[config.mk]
export PLATFORM = sky130hd
export DESIGN_NAME = controle_presenca
export DESIGN_NICKNAME = d
export VERILOG_FILES = /design/src/rtl/controle_presenca_pkg.sv /design/src/rtl/contador_m.sv /design/src/rtl/controle_presenca.sv
export SDC_FILE = /design/constraint.sdc
export NUM_CORES = 1
export LEC_CHECK = 0
export ABC_AREA = 1
export BUFFER_PORTS_ARGS = -buffer_cell sky130_fd_sc_hd__buf_4
export CAP_MARGIN = 20
export CORE_MARGIN = 5
export CORE_UTILIZATION = 54
export CTS_BUF_LIST = sky130_fd_sc_hd__clkbuf_4 sky130_fd_sc_hd__clkbuf_8 sky130_fd_sc_hd__clkbuf_16
export CTS_CLUSTER_SIZE = 25
export DETAILED_ROUTE_END_ITERATION = 6
export PLACE_DENSITY = 0.77
export RECOVER_POWER = 25
export SLEW_MARGIN = 20
export SYNTH_ARGS = -nofsm -noshare
export SYNTH_HDL_FRONTEND = slang
export SYNTH_HIERARCHICAL = 1
export SYNTH_SLANG_ARGS = --single-unit
[constraint.sdc]
create_clock -name clock -period 1.86 [get_ports clock]
set_clock_uncertainty 0.05 [all_clocks]
set_input_delay 0.372 -clock clock [delete_from_list [all_inputs] [get_ports clock]]
set_output_delay 0.372 -clock clock [all_outputs]
set_load 0.01 [all_outputs]
[src/rtl/controle_presenca_pkg.sv]
// Shared definitions for the presence controller: FSM state codes,
// BCD digit limit, default distance thresholds and a BCD validity helper.
package controle_presenca_pkg;

  typedef enum logic [3:0] {
    INICIAL = 4'd0,
    ESPERA  = 4'd1,
    MEDE    = 4'd2,
    AGUARDA = 4'd3,
    AVALIA  = 4'd4,
    FALHA   = 4'd5
  } estado_t;

  localparam logic [3:0]  DIGITO_MAX        = 4'd9;
  localparam logic [11:0] LIMIAR_ON_PADRAO  = 12'h020;
  localparam logic [11:0] LIMIAR_OFF_PADRAO = 12'h030;

  // A reading is usable only if each of its three packed-BCD digits is 0..9.
  function automatic logic bcd_valido(input logic [11:0] valor);
    return (valor[11:8] <= DIGITO_MAX) &&
           (valor[7:4]  <= DIGITO_MAX) &&
           (valor[3:0]  <= DIGITO_MAX);
  endfunction

endpackage

[src/rtl/contador_m.sv]
// Modulo-M up counter with synchronous clear (zera has priority over conta)
// and a terminal-count flag that is high while the count equals M-1.
module contador_m #(
  parameter int M = 16
) (
  input  logic clock,
  input  logic reset,
  input  logic zera,
  input  logic conta,
  output logic fim
);

  localparam int W = (M > 1) ? $clog2(M) : 1;
  localparam logic [W-1:0] ULTIMO = W'(M - 1);

  logic [W-1:0] valor;

  // Count register: clear on reset or zera, otherwise wrap at M-1 while enabled.
  always_ff @(posedge clock) begin
    if (reset || zera) begin
      valor <= '0;
    end else if (conta) begin
      valor <= (valor == ULTIMO) ? '0 : valor + 1'b1;
    end
  end

  assign fim = (valor == ULTIMO);

endmodule

[src/rtl/controle_presenca.sv]
// Measurement scheduler and presence detector. Issues periodic medir pulses,
// supervises each request with a watchdog, registers valid BCD distances and
// derives a debounced, hysteretic presence flag from consecutive readings.
module controle_presenca
  import controle_presenca_pkg::*;
#(
  parameter int          PERIODO    = 5_000_000,
  parameter int          TIMEOUT    = 2_500_000,
  parameter int          N_CONSEC   = 3,
  parameter logic [11:0] LIMIAR_ON  = LIMIAR_ON_PADRAO,
  parameter logic [11:0] LIMIAR_OFF = LIMIAR_OFF_PADRAO,
  parameter int          FALHAS_MAX = 2
) (
  input  logic        clock,
  input  logic        reset,
  input  logic        habilita,
  input  logic        pronto_sensor,
  input  logic [11:0] medida,
  output logic        medir,
  output logic [11:0] ultima_medida,
  output logic        nova_medida,
  output logic        presenca,
  output logic        erro_sensor,
  output logic [3:0]  db_estado
);

  localparam int CW = $clog2(N_CONSEC + 1);
  localparam int FW = $clog2(FALHAS_MAX + 1);
  localparam logic [CW-1:0] N_MAX = CW'(N_CONSEC);
  localparam logic [FW-1:0] F_MAX = FW'(FALHAS_MAX);

  estado_t estado, estado_prox;

  logic          zera_periodo, conta_periodo, fim_periodo;
  logic          zera_timeout, conta_timeout, fim_timeout;
  logic          pronto_valido;
  logic [CW-1:0] cont_perto, cont_longe, perto_prox, longe_prox;
  logic [FW-1:0] falhas, falhas_prox;

  // The period counter is zeroed on the edge that enters MEDE, so its value
  // equals the number of cycles since the last medir and pulses land exactly
  // PERIODO cycles apart; the watchdog uses the same origin.
  contador_m #(.M(PERIODO)) u_periodo (
    .clock (clock),
    .reset (reset),
    .zera  (zera_periodo),
    .conta (conta_periodo),
    .fim   (fim_periodo)
  );

  contador_m #(.M(TIMEOUT)) u_timeout (
    .clock (clock),
    .reset (reset),
    .zera  (zera_timeout),
    .conta (conta_timeout),
    .fim   (fim_timeout)
  );

  assign pronto_valido = pronto_sensor && bcd_valido(medida);
  assign perto_prox    = (cont_perto == N_MAX) ? cont_perto : cont_perto + 1'b1;
  assign longe_prox    = (cont_longe == N_MAX) ? cont_longe : cont_longe + 1'b1;
  assign falhas_prox   = (falhas == F_MAX) ? falhas : falhas + 1'b1;

  // State register with synchronous reset.
  always_ff @(posedge clock) begin
    if (reset) begin
      estado <= INICIAL;
    end else begin
      estado <= estado_prox;
    end
  end

  // Next-state logic and counter controls; counters restart whenever MEDE is next.
  always_comb begin
    estado_prox   = estado;
    zera_periodo  = 1'b0;
    conta_periodo = 1'b0;
    zera_timeout  = 1'b0;
    conta_timeout = 1'b0;
    case (estado)
      INICIAL: begin
        zera_periodo = 1'b1;
        zera_timeout = 1'b1;
        if (habilita) estado_prox = MEDE;
      end
      ESPERA: begin
        conta_periodo = 1'b1;
        if (!habilita)        estado_prox = INICIAL;
        else if (fim_periodo) estado_prox = MEDE;
      end
      MEDE: begin
        conta_periodo = 1'b1;
        conta_timeout = 1'b1;
        estado_prox   = AGUARDA;
      end
      AGUARDA: begin
        conta_periodo = 1'b1;
        conta_timeout = 1'b1;
        if (pronto_sensor)    estado_prox = pronto_valido ? AVALIA : FALHA;
        else if (fim_timeout) estado_prox = FALHA;
      end
      AVALIA, FALHA: begin
        conta_periodo = 1'b1;
        estado_prox   = ESPERA;
      end
      default: begin
        estado_prox  = INICIAL;
        zera_periodo = 1'b1;
        zera_timeout = 1'b1;
      end
    endcase
    if (estado_prox == MEDE) begin
      zera_periodo = 1'b1;
      zera_timeout = 1'b1;
    end
  end

  // Datapath: capture on accepted pronto, then update debounce/failure state
  // on the edge that leaves AVALIA or FALHA.
  always_ff @(posedge clock) begin
    if (reset) begin
      ultima_medida <= 12'h000;
      presenca      <= 1'b0;
      erro_sensor   <= 1'b0;
      cont_perto    <= '0;
      cont_longe    <= '0;
      falhas        <= '0;
    end else begin
      case (estado)
        INICIAL: begin
          cont_perto <= '0;
          cont_longe <= '0;
          falhas     <= '0;
        end
        AGUARDA: begin
          if (pronto_valido) ultima_medida <= medida;
        end
        AVALIA: begin
          falhas      <= '0;
          erro_sensor <= 1'b0;
          if (ultima_medida < LIMIAR_ON) begin
            cont_perto <= perto_prox;
            cont_longe <= '0;
            if (perto_prox == N_MAX) presenca <= 1'b1;
          end else if (ultima_medida > LIMIAR_OFF) begin
            cont_longe <= longe_prox;
            cont_perto <= '0;
            if (longe_prox == N_MAX) presenca <= 1'b0;
          end else begin
            cont_perto <= '0;
            cont_longe <= '0;
          end
        end
        FALHA: begin
          falhas <= falhas_prox;
          if (falhas_prox == F_MAX) erro_sensor <= 1'b1;
        end
        default: begin
        end
      endcase
    end
  end

  assign medir       = (estado == MEDE);
  assign nova_medida = (estado == AVALIA);
  assign db_estado   = estado;

endmodule

==> flow_summary_export.csv <==
group,metric,value,unit
synth,synth_cells,627,
synth,synth-seq-cells,69,
synth,ys_async_sr_fraction,0,
worst_setup_path,worstPathRequired,1.44,ns
finish,final_util,0.692,
detailed_routing,num_vias,4094,
clocking,clk_pin_slew,0.08,ns
sta,worst_slack,0.0896,ns
detailed_routing,ant_nets,0,
detailed_routing,wirelength_met1,4220,µm
worst_setup_path,slowest_stage,"dfxtp_1",
synth,yosysWarningCount,6,
sta,max_freq,0.565,GHz
clocking,cts_hold_buf,0,
global_routing,groute.usage.overall,0.214,
detailed_routing,routedWlPerCell,11.9,µm
clocking,htree_levels,3,
synth,yosys.cell_types.count,36,
pwr,ir_worst_vdd,0.469,mV
clocking,cts_made_buffers,9,
min_path,hold_path_class,"in -> reg",
detailed_routing,dr_wl_met2,4840,µm
global_routing,antenna_found_initial,0,
synth,synth-edff-count,0,
worst_setup_path,slowest_delay,0.43,ns
status,status,"finished, final reports clean",
synth,synth_ff_type,"dfxtp_1",
synth,syn_area,4030,µm²
die,die_area,9300,µm²
clocking,clock_latency,0.35,ns
die,core_area,7250,µm²
synth,synth_top_area_share,0.343,
finish,drive_above_1_share,0.218,
sta,fin_crit,1.77,ns
worst_setup_path,cp.arrival,1.35,ns
finish,design_area,5020,µm²
worst_setup_path,cp_max_fo,4,
placement,io_buffers,35,
worst_setup_path,path_buf_inv,3,
sta,hold_viol,0,
worst_setup_path,critPathLaunchType,"register",
detailed_routing,vias_per_cell,5.02,
synth,synth_top_area_cell,"dfxtp_1",
worst_setup_path,path_class,"reg -> out",
die,ioPinCount,36,
pwr,p_leak,2.04,nW
clocking,clockBufferDepth,2,
clocking,clock-sinks,69,
placement,hpwl,7150,µm
clocking,clockRootBuffer,"clkbuf_8",
sta,hold_ws,0.258,ns
placement,gp_congestion,0.912,
clocking,cts_tree,"built",
global_routing,grt_overflow,0,
pwr,powerDensity,651,nW/µm²
sta,setup_viol,0,
die,initial_utilization,0.556,
run,cap_viol_max_count,0,
pwr,total_power,3.27,mW
detailed_routing,highest_layer,"met4",
synth,syn_nets,646,
synth,synth-seq-area-share,0.343,
worst_setup_path,path_delay_family,"flip-flops",
global_routing,grt_pass1_vias,3693,
detailed_routing,routed_wl,9730,µm
detailed_routing,wl_met3,560,µm
detailed_routing,drtPass1Iterations,5,
finish,nets,730,
finish,area_growth,24.5,%
die,die_w,96.4,µm
finish,antenna_cells,0,
detailed_routing,drt-initial-drc-count,164,
synth,synthTopCellsByArea,"dfxtp_1 34%, nand2_1 13%, nor2_1 11%",
global_routing,grt_pass1_wl,15800,µm
global_routing,grt_max_degree,15,
synth,synth_area_per_cell,6.43,µm²
sta,maxSlewViolCount,0,
die,fp.dieH,96.4,µm
detailed_routing,drc,0,
placement,placed_cell_area,4650,µm²
placement,pre_cts_ws,-0.0554,ns
sta,rsz0062_at_grt,"yes",
worst_setup_path,cp_cell_sequence,"nor2_2 > buf_4 > nand2_1 > inv_1 > buf_4",
sta,period_share,0.952,
worst_setup_path,critPathMostFrequentCell,"buf_4",
die,rows,31,
worst_setup_path,crit_path_end_kind,"output port",
path summary, 6_finish.rpt:
kind	from	endpoint	slack (ns)	cells past startpoint
worst max-delay path	db_estado[3]	nova_medida	0.09	5
worst min-delay path	reset	db_estado[1]	0.26	2
worst max register to register	u_periodo/valor[5]	u_timeout/valor[10]	0.10	10
worst min register to register	cont_perto[0]	cont_perto[0]	0.44	2
registers in the layout, indices dropped and copies added, names as in the netlist:
name and flops:
u_periodo/valor 23, u_timeout/valor 22, ultima_medida 12, db_estado 4
cont_longe 2, cont_perto 2, falhas 2, erro_sensor 1
presenca 1
repair_timing:
item	CTS	global route
cloned	0	1
setup buffers	1	10
endpoints found under the hold margin	0	0
gates resized for setup	5	20
pin swaps	2	11
endpoints found under the setup margin	23	47
cells by family (layout without fill, tap and decap cells):
group	count (synthesis)	count (layout)	share of synthesized area
compound gates	29	29	0.0385
buf+inv	110	199	0.110
other cells	1	1	0.000930
fa+ha+maj	3	3	0.00931
flops	69	69	0.343
simple gates	395	395	0.455
xor+xnor	18	18	0.0391
mux	2	2	0.00496
where the power goes:
| group | internal, mW | switching (mW) | leakage (nW) |
|---|---|---|---|
| logic | 0.0713 | 0.0858 | 1.35 |
| registers | 1.48 | 0.00371 | 0.558 |
| clock network | 1.04 | 0.596 | 0.130 |
cell usage after synthesis (5+ instances only):
library cell,instances
nor2_4,10
nor3_1,7
o21ai_0,7
inv_1,95
a21oi_1,16
nand4_1,11
nand2_1,145
nand3_1,65
nor2_1,115
nor2_2,16
dfxtp_1,69
nand3_2,5
xor2_1,15
nand2_2,12
inv_2,5
cell type report:
cell class                      count  area [µm²]
Fill cell                         628        2230
Multi-Input combinational cell    448        2260
Inverter                          101         379
Clock inverter                      7         145
Clock buffer                        9         124
Tap cell                           99         124
Sequential cell                    69        1390
Timing Repair Buffer               82         606
per-stage QoR:
step,std cells,TNS [ns]
6_report,815,0
3_5_place_dp,787,-0.917
5_1_grt,815,-0.191
2_1_floorplan,627,0
4_1_cts,804,-0.00312
3_3_place_gp,787,0
metal layers:
metal,vias up,global-route usage
met5,-,0
met4,0,0.0783
met3,15,0.0325
met2,117,0.370
met1,1861,0.267
li1,2101,-
placed cells by master, fill, tap and decap left out, types with 12 or more instances in the layout:
master,n
nand3_1,64
xor2_1,15
nand2_2,14
buf_4,63
clkbuf_1,15
nor2_4,12
nor2_1,112
dfxtp_1,65
nor2_2,17
a21oi_1,16
nand2_1,143
inv_1,90
(Power assumes the default switching activity.)
